### src/rtl/clk_div_monitor_pkg.sv
// ============================================================================
// Module      : clk_div_monitor_pkg
// Description : Shared types and constants for the divided-clock strobe
//               monitor (FSM state encoding, drop-counter width).
// Revision    : 1.0 - initial release
// ============================================================================
`default_nettype none

package clk_div_monitor_pkg;

    // Monitor FSM states
    typedef enum logic [2:0] {
        IDLE    = 3'd0,
        SYNC    = 3'd1,
        MEASURE = 3'd2,
        LOCKED  = 3'd3,
        TIMEOUT = 3'd4
    } state_e;

    // Width of the optional backpressure drop counter
    localparam int DROP_CNT_WIDTH = 16;

endpackage : clk_div_monitor_pkg

`default_nettype wire

### src/rtl/clk_div_monitor_edge.sv
// ============================================================================
// Module      : clk_div_monitor_edge
// Description : Rising-edge detector for a strobe synchronous to clk_i.
//               Keeps the previous sample in a register; a strobe held high
//               yields a single-cycle event.
// Revision    : 1.0 - initial release
// ============================================================================
`default_nettype none

module clk_div_monitor_edge (
    input  logic clk_i,
    input  logic rst_ni,
    input  logic d_i,
    output logic edge_o
);

    logic r_q;

    // Previous-cycle sample of the strobe
    always_ff @(posedge clk_i) begin
        if (!rst_ni) begin
            r_q <= 1'b0;
        end else begin
            r_q <= d_i;
        end
    end

    assign edge_o = d_i & ~r_q;

endmodule : clk_div_monitor_edge

`default_nettype wire

### src/rtl/clk_div_monitor.sv
// ============================================================================
// Module      : clk_div_monitor
// Description : Measures the period of a divided-clock strobe in clk_i
//               cycles, reports it over valid/ready, and flags lock,
//               mismatch against an expected ratio, and strobe loss.
//               Optional macro CLK_DIV_MONITOR_STATS_EN adds dropped_o, a
//               saturating count of measurements lost to backpressure.
// Revision    : 1.0 - initial release
// ============================================================================
`default_nettype none

module clk_div_monitor
    import clk_div_monitor_pkg::*;
#(
    parameter int CNT_WIDTH  = 8,
    parameter int LOCK_COUNT = 4,
    parameter int TIMEOUT    = 255
) (
    input  logic                      clk_i,
    input  logic                      rst_ni,
    input  logic                      en_i,
    input  logic                      pulse_i,
    input  logic [CNT_WIDTH-1:0]      expected_i,
    output logic [CNT_WIDTH-1:0]      ratio_o,
    output logic                      ratio_valid_o,
    input  logic                      ratio_ready_i,
    output logic                      locked_o,
    output logic                      mismatch_o,
    output logic                      timeout_o
`ifdef CLK_DIV_MONITOR_STATS_EN
    ,
    output logic [DROP_CNT_WIDTH-1:0] dropped_o
`endif
);

    localparam int                   c_eq_w     = $clog2(LOCK_COUNT + 1);
    localparam logic [c_eq_w-1:0]    c_lock_max = c_eq_w'(LOCK_COUNT);
    localparam logic [c_eq_w-1:0]    c_eq_one   = c_eq_w'(1);
    localparam logic [CNT_WIDTH-1:0] c_cnt_one  = CNT_WIDTH'(1);
    localparam logic [CNT_WIDTH-1:0] c_timeout  = CNT_WIDTH'(TIMEOUT);

    generate
        if ((TIMEOUT < 3) || (TIMEOUT > (2 ** CNT_WIDTH) - 1)) begin : g_bad_timeout
            $error("clk_div_monitor: TIMEOUT must be in 3 .. 2**CNT_WIDTH-1");
        end
        if (LOCK_COUNT < 1) begin : g_bad_lock_count
            $error("clk_div_monitor: LOCK_COUNT must be at least 1");
        end
    endgenerate

    // The parameter TIMEOUT hides the imported state literal of the same
    // name, so that state is always referenced through the package scope.
    state_e                r_state, w_state_d;
    logic [CNT_WIDTH-1:0]  r_cnt, w_cnt_d;
    logic [CNT_WIDTH-1:0]  r_prev, w_prev_d;
    logic [CNT_WIDTH-1:0]  r_ratio, w_ratio_d;
    logic [c_eq_w-1:0]     r_eq, w_eq_d;
    logic                  r_valid, w_valid_d;
    logic                  r_mismatch, w_mismatch_d;
    logic                  r_locked, r_timeout;
    logic                  w_edge, w_meas, w_same;
    logic [CNT_WIDTH-1:0]  w_cnt_inc;
    logic [c_eq_w-1:0]     w_eq_meas;

    clk_div_monitor_edge u_edge (
        .clk_i  (clk_i),
        .rst_ni (rst_ni),
        .d_i    (pulse_i),
        .edge_o (w_edge)
    );

    // eq count of zero means no previous measurement to compare against
    assign w_same    = (r_eq != '0) && (r_cnt == r_prev);
    assign w_eq_meas = !w_same ? c_eq_one :
                       ((r_eq == c_lock_max) ? r_eq : r_eq + c_eq_one);
    assign w_cnt_inc = (&r_cnt) ? r_cnt : r_cnt + c_cnt_one;

    // Next-state, period counting and lock tracking
    always_comb begin
        w_state_d    = r_state;
        w_cnt_d      = r_cnt;
        w_prev_d     = r_prev;
        w_eq_d       = r_eq;
        w_mismatch_d = r_mismatch;
        w_meas       = 1'b0;
        case (r_state)
            IDLE: begin
                w_state_d = SYNC;
            end
            SYNC: begin
                if (w_edge) begin
                    w_cnt_d   = c_cnt_one;
                    w_state_d = MEASURE;
                end
            end
            MEASURE, LOCKED: begin
                if (w_edge) begin
                    // Edge wins over a simultaneous timeout
                    w_meas       = 1'b1;
                    w_cnt_d      = c_cnt_one;
                    w_prev_d     = r_cnt;
                    w_eq_d       = w_eq_meas;
                    w_mismatch_d = (r_cnt != expected_i);
                    w_state_d    = (w_eq_meas == c_lock_max) ? LOCKED : MEASURE;
                end else if (r_cnt == c_timeout) begin
                    w_eq_d    = '0;
                    w_state_d = clk_div_monitor_pkg::TIMEOUT;
                end else begin
                    w_cnt_d = w_cnt_inc;
                end
            end
            clk_div_monitor_pkg::TIMEOUT: begin
                if (w_edge) begin
                    w_cnt_d   = c_cnt_one;
                    w_state_d = MEASURE;
                end
            end
            default: begin
                w_state_d = IDLE;
            end
        endcase
        if (!en_i) begin
            w_state_d    = IDLE;
            w_cnt_d      = '0;
            w_eq_d       = '0;
            w_mismatch_d = 1'b0;
        end
    end

    // Output holding register: a busy register drops new measurements
    always_comb begin
        w_valid_d = r_valid;
        w_ratio_d = r_ratio;
        if (w_meas && (!r_valid || ratio_ready_i)) begin
            w_valid_d = 1'b1;
            w_ratio_d = r_cnt;
        end else if (r_valid && ratio_ready_i) begin
            w_valid_d = 1'b0;
        end
    end

    // State and output registers
    always_ff @(posedge clk_i) begin
        if (!rst_ni) begin
            r_state    <= IDLE;
            r_cnt      <= '0;
            r_prev     <= '0;
            r_eq       <= '0;
            r_ratio    <= '0;
            r_valid    <= 1'b0;
            r_mismatch <= 1'b0;
            r_locked   <= 1'b0;
            r_timeout  <= 1'b0;
        end else begin
            r_state    <= w_state_d;
            r_cnt      <= w_cnt_d;
            r_prev     <= w_prev_d;
            r_eq       <= w_eq_d;
            r_ratio    <= w_ratio_d;
            r_valid    <= w_valid_d;
            r_mismatch <= w_mismatch_d;
            r_locked   <= (w_state_d == LOCKED);
            r_timeout  <= (w_state_d == clk_div_monitor_pkg::TIMEOUT);
        end
    end

    assign ratio_o       = r_ratio;
    assign ratio_valid_o = r_valid;
    assign locked_o      = r_locked;
    assign mismatch_o    = r_mismatch;
    assign timeout_o     = r_timeout;

`ifdef CLK_DIV_MONITOR_STATS_EN
    localparam logic [DROP_CNT_WIDTH-1:0] c_drop_one = DROP_CNT_WIDTH'(1);

    logic                      w_drop;
    logic [DROP_CNT_WIDTH-1:0] r_dropped;

    assign w_drop = w_meas & r_valid & ~ratio_ready_i;

    // Saturating count of measurements lost to backpressure
    always_ff @(posedge clk_i) begin
        if (!rst_ni || !en_i) begin
            r_dropped <= '0;
        end else if (w_drop && !(&r_dropped)) begin
            r_dropped <= r_dropped + c_drop_one;
        end
    end

    assign dropped_o = r_dropped;
`endif

endmodule : clk_div_monitor

`default_nettype wire
### config.mk
export PLATFORM = sky130hd
export DESIGN_NAME = clk_div_monitor
export DESIGN_NICKNAME = d
export VERILOG_FILES = /design/src/rtl/clk_div_monitor_pkg.sv /design/src/rtl/clk_div_monitor_edge.sv /design/src/rtl/clk_div_monitor.sv
export SDC_FILE = /design/constraint.sdc
export NUM_CORES = 1
export LEC_CHECK = 0
export ABC_AREA = 1
export ABC_CLOCK_PERIOD_IN_PS = 4900
export CORE_AREA = 4 4 61 63
export DETAILED_ROUTE_END_ITERATION = 10
export DIE_AREA = 0 0 65 67
export PLACE_DENSITY = 0.81
export SLEW_MARGIN = 20
export SYNTH_ARGS = -nofsm -noshare
export SYNTH_HDL_FRONTEND = slang
export SYNTH_SLANG_ARGS = --single-unit
### constraint.sdc
create_clock -name clk_i -period 4.9 [get_ports clk_i]
set_input_delay 0.98 -clock clk_i [delete_from_list [all_inputs] [get_ports clk_i]]
set_output_delay 0.98 -clock clk_i [all_outputs]
set_load 0.01 [all_outputs]
==> results of run 1 <==
-- path summary, 6_finish.rpt --
path / slack [ps] / to / startpoint / cells after the start
worst min-delay path: 470 / ratio_o[5]$_SDFFE_PN0P_ / ratio_o[5]$_SDFFE_PN0P_ / 2
worst max-delay path: 2440 / mismatch_o$_SDFFE_PN0P_ / pulse_i / 7
worst min register to register: 470 / ratio_o[5]$_SDFFE_PN0P_ / ratio_o[5]$_SDFFE_PN0P_ / 2
worst max register to register: 3050 / r_cnt[3]$_SDFFE_PN0P_ / r_cnt[1]$_SDFFE_PN0P_ / 9
-- layer usage --
metal / wire (µm) / part of all wire, % / global-route usage [%] / vias to the layer above
li1: - / - / - / 825
met1: 1920 / 48 / 28.3 / 717
met2: 1840 / 46 / 34.0 / 39
met3: 217 / 5.4 / 5.06 / 8
met4: 57 / 1.4 / 7.92 / 0
met5: 0 / 0 / 0 / -
-- worst max-delay path: stages --
cell	delay [ps]
sky130_fd_sc_hd__clkdlybuf4s50_1	470
sky130_fd_sc_hd__inv_1	40
sky130_fd_sc_hd__or2_1	320
sky130_fd_sc_hd__nor2_4	330
sky130_fd_sc_hd__inv_2	190
sky130_fd_sc_hd__nor4_1	220
sky130_fd_sc_hd__a41oi_1	140
-- cells in the mapped netlist (2+ instances only) --
master	count	share of area, %
sky130_fd_sc_hd__nand2_1	50	10
sky130_fd_sc_hd__dfxtp_1	35	39
sky130_fd_sc_hd__inv_1	23	4.8
sky130_fd_sc_hd__a21oi_1	22	6.2
sky130_fd_sc_hd__nor2_1	15	3.1
sky130_fd_sc_hd__nand3_1	14	3.9
sky130_fd_sc_hd__o21ai_0	9	2.5
sky130_fd_sc_hd__xor2_1	7	3.4
sky130_fd_sc_hd__inv_2	6	1.3
sky130_fd_sc_hd__a211oi_1	5	2.1
sky130_fd_sc_hd__buf_2	5	1.4
sky130_fd_sc_hd__nand2_2	5	1.7
sky130_fd_sc_hd__nand4_1	4	1.4
sky130_fd_sc_hd__nor3_2	4	2.2
sky130_fd_sc_hd__o21ai_1	4	1.1
sky130_fd_sc_hd__xnor2_1	4	2.0
sky130_fd_sc_hd__ha_1	3	2.1
sky130_fd_sc_hd__nor3_1	3	0.84
sky130_fd_sc_hd__clkbuf_1	2	0.42
sky130_fd_sc_hd__clkinv_2	2	0.56
sky130_fd_sc_hd__nand3_2	2	1.1
sky130_fd_sc_hd__nor2_4	2	1.3
-- per-stage QoR --
stage | util (%) | power [mW] | hold slack (ps) | instances | area [µm²]
floorplan | - | 0.317 | 444 | 240 | 1790
detailed placement | 63.0 | 0.332 | 453 | 301 | 2030
global route | 66.1 | 0.606 | 499 | 309 | 2140
CTS | 66.1 | 0.588 | 469 | 309 | 2140
finish | 66.1 | 0.588 | 469 | 309 | 2140
global placement | 63.0 | 0.331 | 452 | 301 | 2030
-- report_power, final --
part           switching [mW]  internal [mW]  total [mW]
Clock                   0.103          0.159       0.263
Combinational          0.0211         0.0160      0.0371
Sequential            0.00177          0.287       0.288
-- cell usage in the layout, fill, tap and decap left out, types with 2 or more instances in the layout --
cell	synthesis	routed
sky130_fd_sc_hd__dfxtp_1	35	35
sky130_fd_sc_hd__nand3_1	14	14
sky130_fd_sc_hd__o21ai_0	9	9
sky130_fd_sc_hd__clkinv_2	2	2
sky130_fd_sc_hd__nor3_1	3	3
sky130_fd_sc_hd__clkbuf_4	0	5
sky130_fd_sc_hd__nand2_1	50	50
sky130_fd_sc_hd__bufinv_16	0	2
sky130_fd_sc_hd__inv_2	6	6
sky130_fd_sc_hd__clkdlybuf4s50_1	0	24
sky130_fd_sc_hd__ha_1	3	3
sky130_fd_sc_hd__inv_1	23	23
sky130_fd_sc_hd__a21oi_1	22	22
sky130_fd_sc_hd__nand4_1	4	4
sky130_fd_sc_hd__xnor2_1	4	4
sky130_fd_sc_hd__o21ai_1	4	4
sky130_fd_sc_hd__nor3_2	4	4
sky130_fd_sc_hd__a211oi_1	5	5
sky130_fd_sc_hd__xor2_1	7	7
sky130_fd_sc_hd__nand2_2	5	5
sky130_fd_sc_hd__nor2_4	2	2
sky130_fd_sc_hd__nor2_1	15	15
sky130_fd_sc_hd__nand3_2	2	2
-- cell type report --
type | count | area [µm²]
timing repair buffer | 24 | 240
tap | 46 | 57.6
inverter | 32 | 123
clock buffer | 6 | 41.3
sequential | 35 | 701
multi-input combinational | 164 | 913
clock inverter | 2 | 60.1
fill | 293 | 1100
-- sequential cells by signal, indices dropped and copies added (netlist names) --
register       cells
locked_o           1
mismatch_o         1
r_cnt              8
r_eq               3
r_prev             8
r_state            3
ratio_o            8
ratio_valid_o      1
timeout_o          1
u_edge.r_q         1
-- cells by family after synthesis --
family	count (synthesis)
AOI/OAI and AO/OA	45
xor gates and xnor gates	11
buffers and inverters	41
adders and majority gates	3
DFF	35
and+or+nand+nor	105
==> results.sh, run 1 <==
export IMPL_status="completed"
export IMPL_period_minus_slack_ps=2460
export IMPL_cap_viol_max_count=0
export IMPL_per_cell_routed_wire_length_um=13.0
export IMPL_first_pass_grt_wire_length_mm=7.21
export IMPL_core_area_um2=3230
export IMPL_worstPathMaxFanout=17
export IMPL_final_hold_viol_count=0
export IMPL_max_freq_ghz=0.406
export IMPL_gpl_final_weighted_congestion=0.861
export IMPL_synthSimpleGateAreaFrac_pct=29.5
export IMPL_design_die_area_um2=4360
export IMPL_clock_tree_buffer_depth=2
export IMPL_ir_worst_vdd_uv=197
export IMPL_clkSlewWorstSetupHoldPaths_ps=110
export IMPL_post_route_cells_drive_above_1_share_pct=12.9
export IMPL_cts_resized=0
export IMPL_cts_sinks=35
export IMPL_crit_required_ps=5120
export IMPL_clockRootBuffer="sky130_fd_sc_hd__clkbuf_4"
export IMPL_synthesized_instance_count=240
export IMPL_post_route_drc_count=0
export IMPL_ios=25
export IMPL_cts_inserted_buffers=5
export IMPL_yosysSeqAreaShare_pct=39.2
export IMPL_clock_tree_htree_level_count=2
export IMPL_insertedDiodeCount=0
export IMPL_setup_viol=0
export IMPL_synth_fa_ha_area_share_pct=2.10
export IMPL_post_synth_xor_area_fraction_pct=5.39
export IMPL_place_hpwl_mm=3.00
export IMPL_timing_critical_path_arrival_ps=2690
export IMPL_timing_clock_skew_ps=5.50
export IMPL_yosys_mux_area_fraction_pct=0
export IMPL_clk_latency_ps=340
export IMPL_placement_setup_worst_slack_ps=2040
export IMPL_synth_compound_area_share_pct=14.1
export IMPL_final_max_slew_violation_count=0
export IMPL_worst_slack_ps=2440
export IMPL_setup_worst_path_start_class="primary input"
export IMPL_power_per_cell_area_nw_per_um2=275
export IMPL_grt_pass1_vias=1545
export IMPL_start_util_pct=55.3
export IMPL_netlist_area_um2=1790
export IMPL_kind_of_end_point_of_the_critical_path="flip-flop"
export IMPL_cts_tree="done"
export IMPL_floorplan_rows=21
export IMPL_post_cts_repair_setup_buffers=0
export IMPL_max_slew_worst_pin_slew_ps=462
export IMPL_worst_setup_path_type="in -> reg"
export IMPL_synth_nets=256
export IMPL_tns_ps=0
export IMPL_globalRoute_totalOverflow=0
export IMPL_antenna_found_initial=0
export IMPL_slew_headroom_pct=69.2
export IMPL_routed_via_count=1589
export IMPL_drt_pass1_iter_count=4
export IMPL_hold_path_class="reg -> reg"
export IMPL_final_min_period_over_clock_period_pct=50.3
export IMPL_grt_max_degree=18
export IMPL_groute_usage_overall_pct=21.5
export IMPL_finalNetCount=278
export IMPL_post_drt_via_cell_ratio=5.14
export IMPL_dieWidth_um=65
export IMPL_cts_hold_buffers_added=0
export IMPL_synth_area_per_cell_um2=7.45
export IMPL_ant_nets=0
export IMPL_setup_repair_after_global_routing_missed_its_margin="false"
export IMPL_synth_enable_flop_cells=0
export IMPL_synthesis_yosys_warnings=0
export IMPL_fp_dieH_um=67
export IMPL_yosys_reg_bits=35
export IMPL_asyncSetResetFlopFracSynth_pct=0
export IMPL_syn_to_final_growth_pct=19.5
export IMPL_place_port_buffers=24
export IMPL_yosysUniqueCellTypes=36
export IMPL_drt_total_wl_mm=4.03
export IMPL_p_leak_nw=0.817
export IMPL_dominantRegCellSynth="sky130_fd_sc_hd__dfxtp_1"
export IMPL_synth_top_family_by_area="simple AND/OR/NAND/NOR gates"
export IMPL_initialDrtViolationCount=71
Note: power is estimated with default switching activity, not from simulation.
==> run 2, diff against run 1 <==
--- a/config.mk
+++ b/config.mk
@@ -6,11 +6,11 @@
 export NUM_CORES = 1
 export LEC_CHECK = 0
 export ABC_AREA = 1
-export ABC_CLOCK_PERIOD_IN_PS = 4900
-export CORE_AREA = 4 4 61 63
+export ABC_CLOCK_PERIOD_IN_PS = 2550
+export CORE_AREA = 4 4 63 65
 export DETAILED_ROUTE_END_ITERATION = 10
-export DIE_AREA = 0 0 65 67
-export PLACE_DENSITY = 0.81
+export DIE_AREA = 0 0 67 69
+export PLACE_DENSITY = 0.77
 export SLEW_MARGIN = 20
 export SYNTH_ARGS = -nofsm -noshare
 export SYNTH_HDL_FRONTEND = slang
==> constraint.sdc (replaced) <==
create_clock -name clk_i -period 2.55 [get_ports clk_i]
set_input_delay 0.51 -clock clk_i [delete_from_list [all_inputs] [get_ports clk_i]]
set_output_delay 0.51 -clock clk_i [all_outputs]
set_load 0.01 [all_outputs]
==> run 2 against run 1 <==
Compared with the run above:
- via count up 1.9%
- utilization down 2.3 points
- setup slack worse by 1700 ps
- global-route usage down 2.1 points
- routed wire length up 2.9%
- clock power up 18%
- largest cell class unchanged
- power up 59%
- sequential power up 92%
- final cell count up 1.3%
- combinational power up 99%
==> results.sh, run 2 (synthesis gave the netlist of run 1 again) <==
export IMPL_finalNetCount=283
export IMPL_cts_sinks=35
export IMPL_fp_dieH_um=69
export IMPL_initialDrtViolationCount=72
export IMPL_worstPathMaxFanout=9
export IMPL_setup_repair_after_global_routing_missed_its_margin="false"
export IMPL_layout_commonest_cell="sky130_fd_sc_hd__nand2_1"
export IMPL_first_pass_grt_wire_length_mm=6.92
export IMPL_post_drt_via_cell_ratio=5.17
export IMPL_post_cts_repair_setup_buffers=0
export IMPL_setup_worst_path_start_class="primary input"
export IMPL_path_common_cell="sky130_fd_sc_hd__clkinv_2"
export IMPL_fill_cells=310
export IMPL_timing_critical_path_arrival_ps=2070
export IMPL_hold_path_class="reg -> reg"
export IMPL_critical_path_top_delay_family="simple AND/OR/NAND/NOR gates"
export IMPL_drt_total_wl_mm=4.15
export IMPL_period_minus_slack_ps=1830
export IMPL_kind_of_end_point_of_the_critical_path="flip-flop"
export IMPL_cts_inserted_buffers=5
export IMPL_floorplan_rows=21
export IMPL_clock_tree_htree_level_count=2
export IMPL_grt_pass1_vias=1477
export IMPL_slew_headroom_pct=70.1
export IMPL_cts_tree="done"
export IMPL_design_area_um2=2130
export IMPL_ios=25
export IMPL_insertedDiodeCount=0
export IMPL_final_max_slew_violation_count=0
export IMPL_grt_max_degree=16
export IMPL_antenna_found_initial=0
export IMPL_syn_to_final_growth_pct=19.0
export IMPL_p_leak_nw=0.825
export IMPL_setup_viol=0
export IMPL_per_cell_routed_wire_length_um=13.2
export IMPL_core_area_um2=3340
export IMPL_status="completed"
export IMPL_dieWidth_um=67
export IMPL_groute_usage_overall_pct=19.4
export IMPL_critical_path_slowest_cell="sky130_fd_sc_hd__clkdlybuf4s50_1"
export IMPL_start_util_pct=53.6
export IMPL_clockRootBuffer="sky130_fd_sc_hd__clkbuf_4"
export IMPL_timing_clock_skew_ps=11.4
export IMPL_max_slew_worst_pin_slew_ps=447
export IMPL_clkSlewWorstSetupHoldPaths_ps=110
export IMPL_tns_ps=0
export IMPL_cts_hold_buffers_added=0
export IMPL_crit_required_ps=2790
export IMPL_placement_setup_worst_slack_ps=362
export IMPL_clk_latency_ps=350
export IMPL_place_hpwl_mm=3.10
export IMPL_cts_resized=0
export IMPL_max_freq_ghz=0.546
export IMPL_total_area_of_sequential_cells_um2=701
export IMPL_post_route_cells_drive_above_1_share_pct=14.6
export IMPL_placed_area_um2=2070
export IMPL_power_uw=937
export IMPL_gpl_final_weighted_congestion=0.814
export IMPL_cp_num_buf_inv=4
export IMPL_place_port_buffers=24
export IMPL_power_per_cell_area_nw_per_um2=440
export IMPL_area_occupied_by_multi_input_gates_um2=913
export IMPL_routed_via_count=1619
export IMPL_worst_slack_ps=720
export IMPL_final_hold_viol_count=0
export IMPL_ant_nets=0
export IMPL_globalRoute_totalOverflow=0
export IMPL_worst_setup_path_type="in -> reg"
export IMPL_design_die_area_um2=4620
export IMPL_drt_pass1_iter_count=4
export IMPL_cap_viol_max_count=0
export IMPL_cpPeakStageDelay_ps=470
export IMPL_post_route_drc_count=0
export IMPL_clock_tree_buffer_depth=2
export IMPL_ir_worst_vdd_uv=306
export IMPL_crit_path_cell_trace="clkdlybuf4s50_1 -> inv_1 -> or2_1 -> clkinv_2 -> o21ai_2 -> nand2_4 -> clkinv_2 -> nor3_1 -> nor3_2"
export IMPL_final_min_period_over_clock_period_pct=71.8
export IMPL_final_cell_mix="sky130_fd_sc_hd__nand2_1, sky130_fd_sc_hd__dfxtp_1, sky130_fd_sc_hd__clkdlybuf4s50_1"
[run 2: changes by cell type in the layout (fill, tap and decap cells not counted), sizes merged]
cell / previous run / this run
bufinv: 2 / 0
buf: 0 / 5
clkinv: 3 / 4
[run 2: final cells by class]
type / count / share of cell area (%)
Timing Repair Buffer: 29 / 13.1
Clock inverter: 1 / 0.235
Clock buffer: 6 / 2.41
Sequential cell: 35 / 32.9
Inverter: 32 / 5.76
Tap cell: 46 / 2.70
Multi-Input combinational cell: 164 / 42.9
[run 2: worst reg2reg max path, stage by stage, from the launching register on]
cell and delay, ps:
sky130_fd_sc_hd__dfxtp_1 450, sky130_fd_sc_hd__ha_1 230, sky130_fd_sc_hd__nand2_2 90, sky130_fd_sc_hd__nor3_4 220, sky130_fd_sc_hd__nand3_2 130, sky130_fd_sc_hd__nand3_2 130, sky130_fd_sc_hd__nand2_4 100, sky130_fd_sc_hd__nand2_2 100
sky130_fd_sc_hd__xor2_1 140, sky130_fd_sc_hd__nor2_1 50
[run 2: power breakdown]
group	internal (mW)	total [mW]	switching (mW)
combinational	0.0321	0.0737	0.0416
sequential	0.550	0.554	0.00322
clock	0.128	0.310	0.182
[run 2: path summary, 6_finish.rpt]
kind / to / slack (ps) / startpoint / cells after the start
setup / recovery: r_cnt[7]$_SDFFE_PN0P_ / 720 / pulse_i / 9
setup reg to reg: r_cnt[3]$_SDFFE_PN0P_ / 800 / r_cnt[0]$_SDFFE_PN0P_ / 9
hold / removal: ratio_o[3]$_SDFFE_PN0P_ / 460 / ratio_o[3]$_SDFFE_PN0P_ / 2
hold reg to reg: ratio_o[3]$_SDFFE_PN0P_ / 460 / ratio_o[3]$_SDFFE_PN0P_ / 2
[run 2: metal layers]
metal	vias up	global-route usage (%)	part of all wire, %	routed length, µm
met5	-	0	0	0
met4	0	7.88	2.1	87
met3	10	4.87	4.8	198
met2	34	29.1	45	1880
met1	735	26.2	48	1980
li1	840	-	-	-
[run 2: stage by stage]
stage	instances	hold slack, ps	util (%)
floorplan	240	444	-
global placement	306	452	62.1
detailed placement	306	456	62.1
CTS	313	471	63.8
global route	313	494	63.8
finish	313	465	63.8
==> run 3, diff against run 2 <==
--- a/config.mk
+++ b/config.mk
@@ -6,7 +6,7 @@
 export NUM_CORES = 1
 export LEC_CHECK = 0
 export ABC_AREA = 1
-export ABC_CLOCK_PERIOD_IN_PS = 2550
+export ABC_CLOCK_PERIOD_IN_PS = 1800
 export CORE_AREA = 4 4 63 65
 export DETAILED_ROUTE_END_ITERATION = 10
 export DIE_AREA = 0 0 67 69
==> constraint.sdc (replaced) <==
create_clock -name clk_i -period 1.8 [get_ports clk_i]
set_input_delay 0.36 -clock clk_i [delete_from_list [all_inputs] [get_ports clk_i]]
set_output_delay 0.36 -clock clk_i [all_outputs]
set_load 0.01 [all_outputs]
==> run 3 against run 2 <==
Compared with the run above:
- clock skew fell by 0.91 ps
- routed wire length rose by 3.7%
- final area rose by 8.6%
- global-route usage rose by 0.72 points
- first-iteration DRC count fell by 8.3%
- final cell count rose by 7.7%
- clock power rose by 35%
- utilization rose by 5.5 points
- sequential share of layout area fell by 2.5 points
- critical path type is now reg -> reg
- largest power group unchanged
- highest routed layer unchanged
==> results.sh, run 3 (synthesis gave the netlist of run 1 again) <==
export IMPL_tns_ps=0
export IMPL_hold_depth=2
export IMPL_max_slew_worst_pin_slew_ps=368
export IMPL_final_min_period_over_clock_period_pct=93.0
export IMPL_setup_worst_path_start_class="flip-flop"
export IMPL_fill_cells=295
export IMPL_worst_setup_path_type="reg -> reg"
export IMPL_setup_viol=0
export IMPL_insertedDiodeCount=0
export IMPL_worstPathMaxFanout=7
export IMPL_per_cell_routed_wire_length_um=12.8
export IMPL_cp_startpoint="r_cnt[0]$_SDFFE_PN0P_"
export IMPL_post_route_drc_count=0
export IMPL_slew_headroom_pct=75.4
export IMPL_post_route_cells_drive_above_1_share_pct=22.0
export IMPL_power_per_cell_area_nw_per_um2=575
export IMPL_clockRootBuffer="sky130_fd_sc_hd__clkbuf_4"
export IMPL_design_area_um2=2310
export IMPL_crit_required_ps=2040
export IMPL_timing_critical_path_arrival_ps=1920
export IMPL_grt_max_degree=12
export IMPL_power_mw=1.33
export IMPL_design_die_area_um2=4620
export IMPL_syn_to_final_growth_pct=29.3
export IMPL_dieWidth_um=67
export IMPL_placed_area_um2=2250
export IMPL_clkSlewWorstSetupHoldPaths_ps=110
export IMPL_endpoint_of_the_most_critical_setup_path="r_cnt[6]$_SDFFE_PN0P_"
export IMPL_period_minus_slack_ps=1670
export IMPL_first_pass_grt_wire_length_mm=7.19
export IMPL_ant_nets=0
export IMPL_grt_pass1_vias=1617
export IMPL_initialDrtViolationCount=66
export IMPL_finalNetCount=306
export IMPL_cap_viol_max_count=0
export IMPL_routed_via_count=1677
export IMPL_core_area_um2=3340
export IMPL_layout_commonest_cell="sky130_fd_sc_hd__nand2_1"
export IMPL_post_drt_via_cell_ratio=4.98
export IMPL_drt_pass1_iter_count=4
export IMPL_drt_total_wl_mm=4.30
export IMPL_status="completed"
export IMPL_floorplan_rows=21
export IMPL_worst_r2r_path_depth=9
export IMPL_rr_endpoint="r_cnt[6]$_SDFFE_PN0P_"
export IMPL_max_freq_ghz=0.597
export IMPL_clock_tree_htree_level_count=2
export IMPL_final_hold_viol_count=0
export IMPL_clk_latency_ps=350
export IMPL_reg2reg_from="r_cnt[0]$_SDFFE_PN0P_"
export IMPL_cts_tree="done"
export IMPL_antenna_found_initial=0
export IMPL_cts_inserted_buffers=5
export IMPL_start_util_pct=53.6
export IMPL_setup_repair_after_global_routing_missed_its_margin="false"
export IMPL_gpl_final_weighted_congestion=0.848
export IMPL_r2r_setup_slack_ps=130
export IMPL_place_port_buffers=24
export IMPL_cts_sinks=35
export IMPL_hold_path_class="reg -> reg"
export IMPL_ios=25
export IMPL_fp_dieH_um=69
export IMPL_final_max_slew_violation_count=0
export IMPL_ir_worst_vdd_uv=497
export IMPL_globalRoute_totalOverflow=0
export IMPL_kind_of_end_point_of_the_critical_path="flip-flop"
export IMPL_place_hpwl_mm=3.42
export IMPL_clock_tree_buffer_depth=2
export IMPL_p_leak_nw=0.947
export IMPL_groute_usage_overall_pct=20.1
export IMPL_timing_clock_skew_ps=10.5
export IMPL_final_cell_mix="sky130_fd_sc_hd__nand2_1, sky130_fd_sc_hd__dfxtp_1, sky130_fd_sc_hd__buf_4"
-- run 3: metrics by stage --
stage	hold WS, ps	setup slack (ps)	util, %	instances
5_1_grt	484	8.39	69.3	337
4_1_cts	471	97.2	69.0	336
6_report	468	125	69.3	337
3_5_place_dp	456	-191	67.4	328
3_3_place_gp	451	-124	67.4	328
2_1_floorplan	444	246	-	240
-- run 3: area by class of cell --
class | instances | area, µm² | share of cell area, %
well taps | 46 | 57.6 | 2.49
multi-input cells | 164 | 913 | 39.5
clock buffers | 5 | 37.5 | 1.62
inverters | 32 | 123 | 5.31
clock inverters | 3 | 15.0 | 0.650
flip-flops and latches | 35 | 702 | 30.4
repair buffers | 52 | 463 | 20.0
-- run 3: routing by layer --
layer	vias to the layer above	GRT usage [%]	routed length [µm]
li1	888	-	-
met1	748	25.9	2000
met2	33	32.0	2050
met3	8	4.22	178
met4	0	8.56	76
met5	-	0	0
-- run 3: worst max-delay path: stages, from the launching register on --
cell and delay (ps):
sky130_fd_sc_hd__dfxtp_2 350, sky130_fd_sc_hd__ha_1 180, sky130_fd_sc_hd__nand2_2 90, sky130_fd_sc_hd__nor3_4 210, sky130_fd_sc_hd__nand3_2 130, sky130_fd_sc_hd__nand3_2 130
sky130_fd_sc_hd__nand2_4 90, sky130_fd_sc_hd__buf_4 150, sky130_fd_sc_hd__a21oi_1 170, sky130_fd_sc_hd__nor3_2 60
-- run 3: worst min path at each step --
stage	endpoint	start
5_1_grt	ratio_o[3]$_SDFFE_PN0P_	ratio_o[3]$_SDFFE_PN0P_
2_1_floorplan	r_prev[0]$_SDFFE_PN0P_	r_prev[0]$_SDFFE_PN0P_
3_3_place_gp	ratio_o[4]$_SDFFE_PN0P_	ratio_o[4]$_SDFFE_PN0P_
6_report	ratio_o[4]$_SDFFE_PN0P_	ratio_o[4]$_SDFFE_PN0P_
4_1_cts	ratio_o[4]$_SDFFE_PN0P_	ratio_o[4]$_SDFFE_PN0P_
3_5_place_dp	ratio_o[4]$_SDFFE_PN0P_	ratio_o[4]$_SDFFE_PN0P_
-- run 3: report_power, final --
group          internal (mW)  switching [mW]
clock                  0.145           0.273
sequential             0.780         0.00403
combinational         0.0632          0.0632
-- run 3: what timing repair did --
action	CTS	global route
resized for setup	0	1
hold endpoints to repair	0	0
setup buffers	0	1
setup endpoints to repair	0	2
hold buffers	0	0
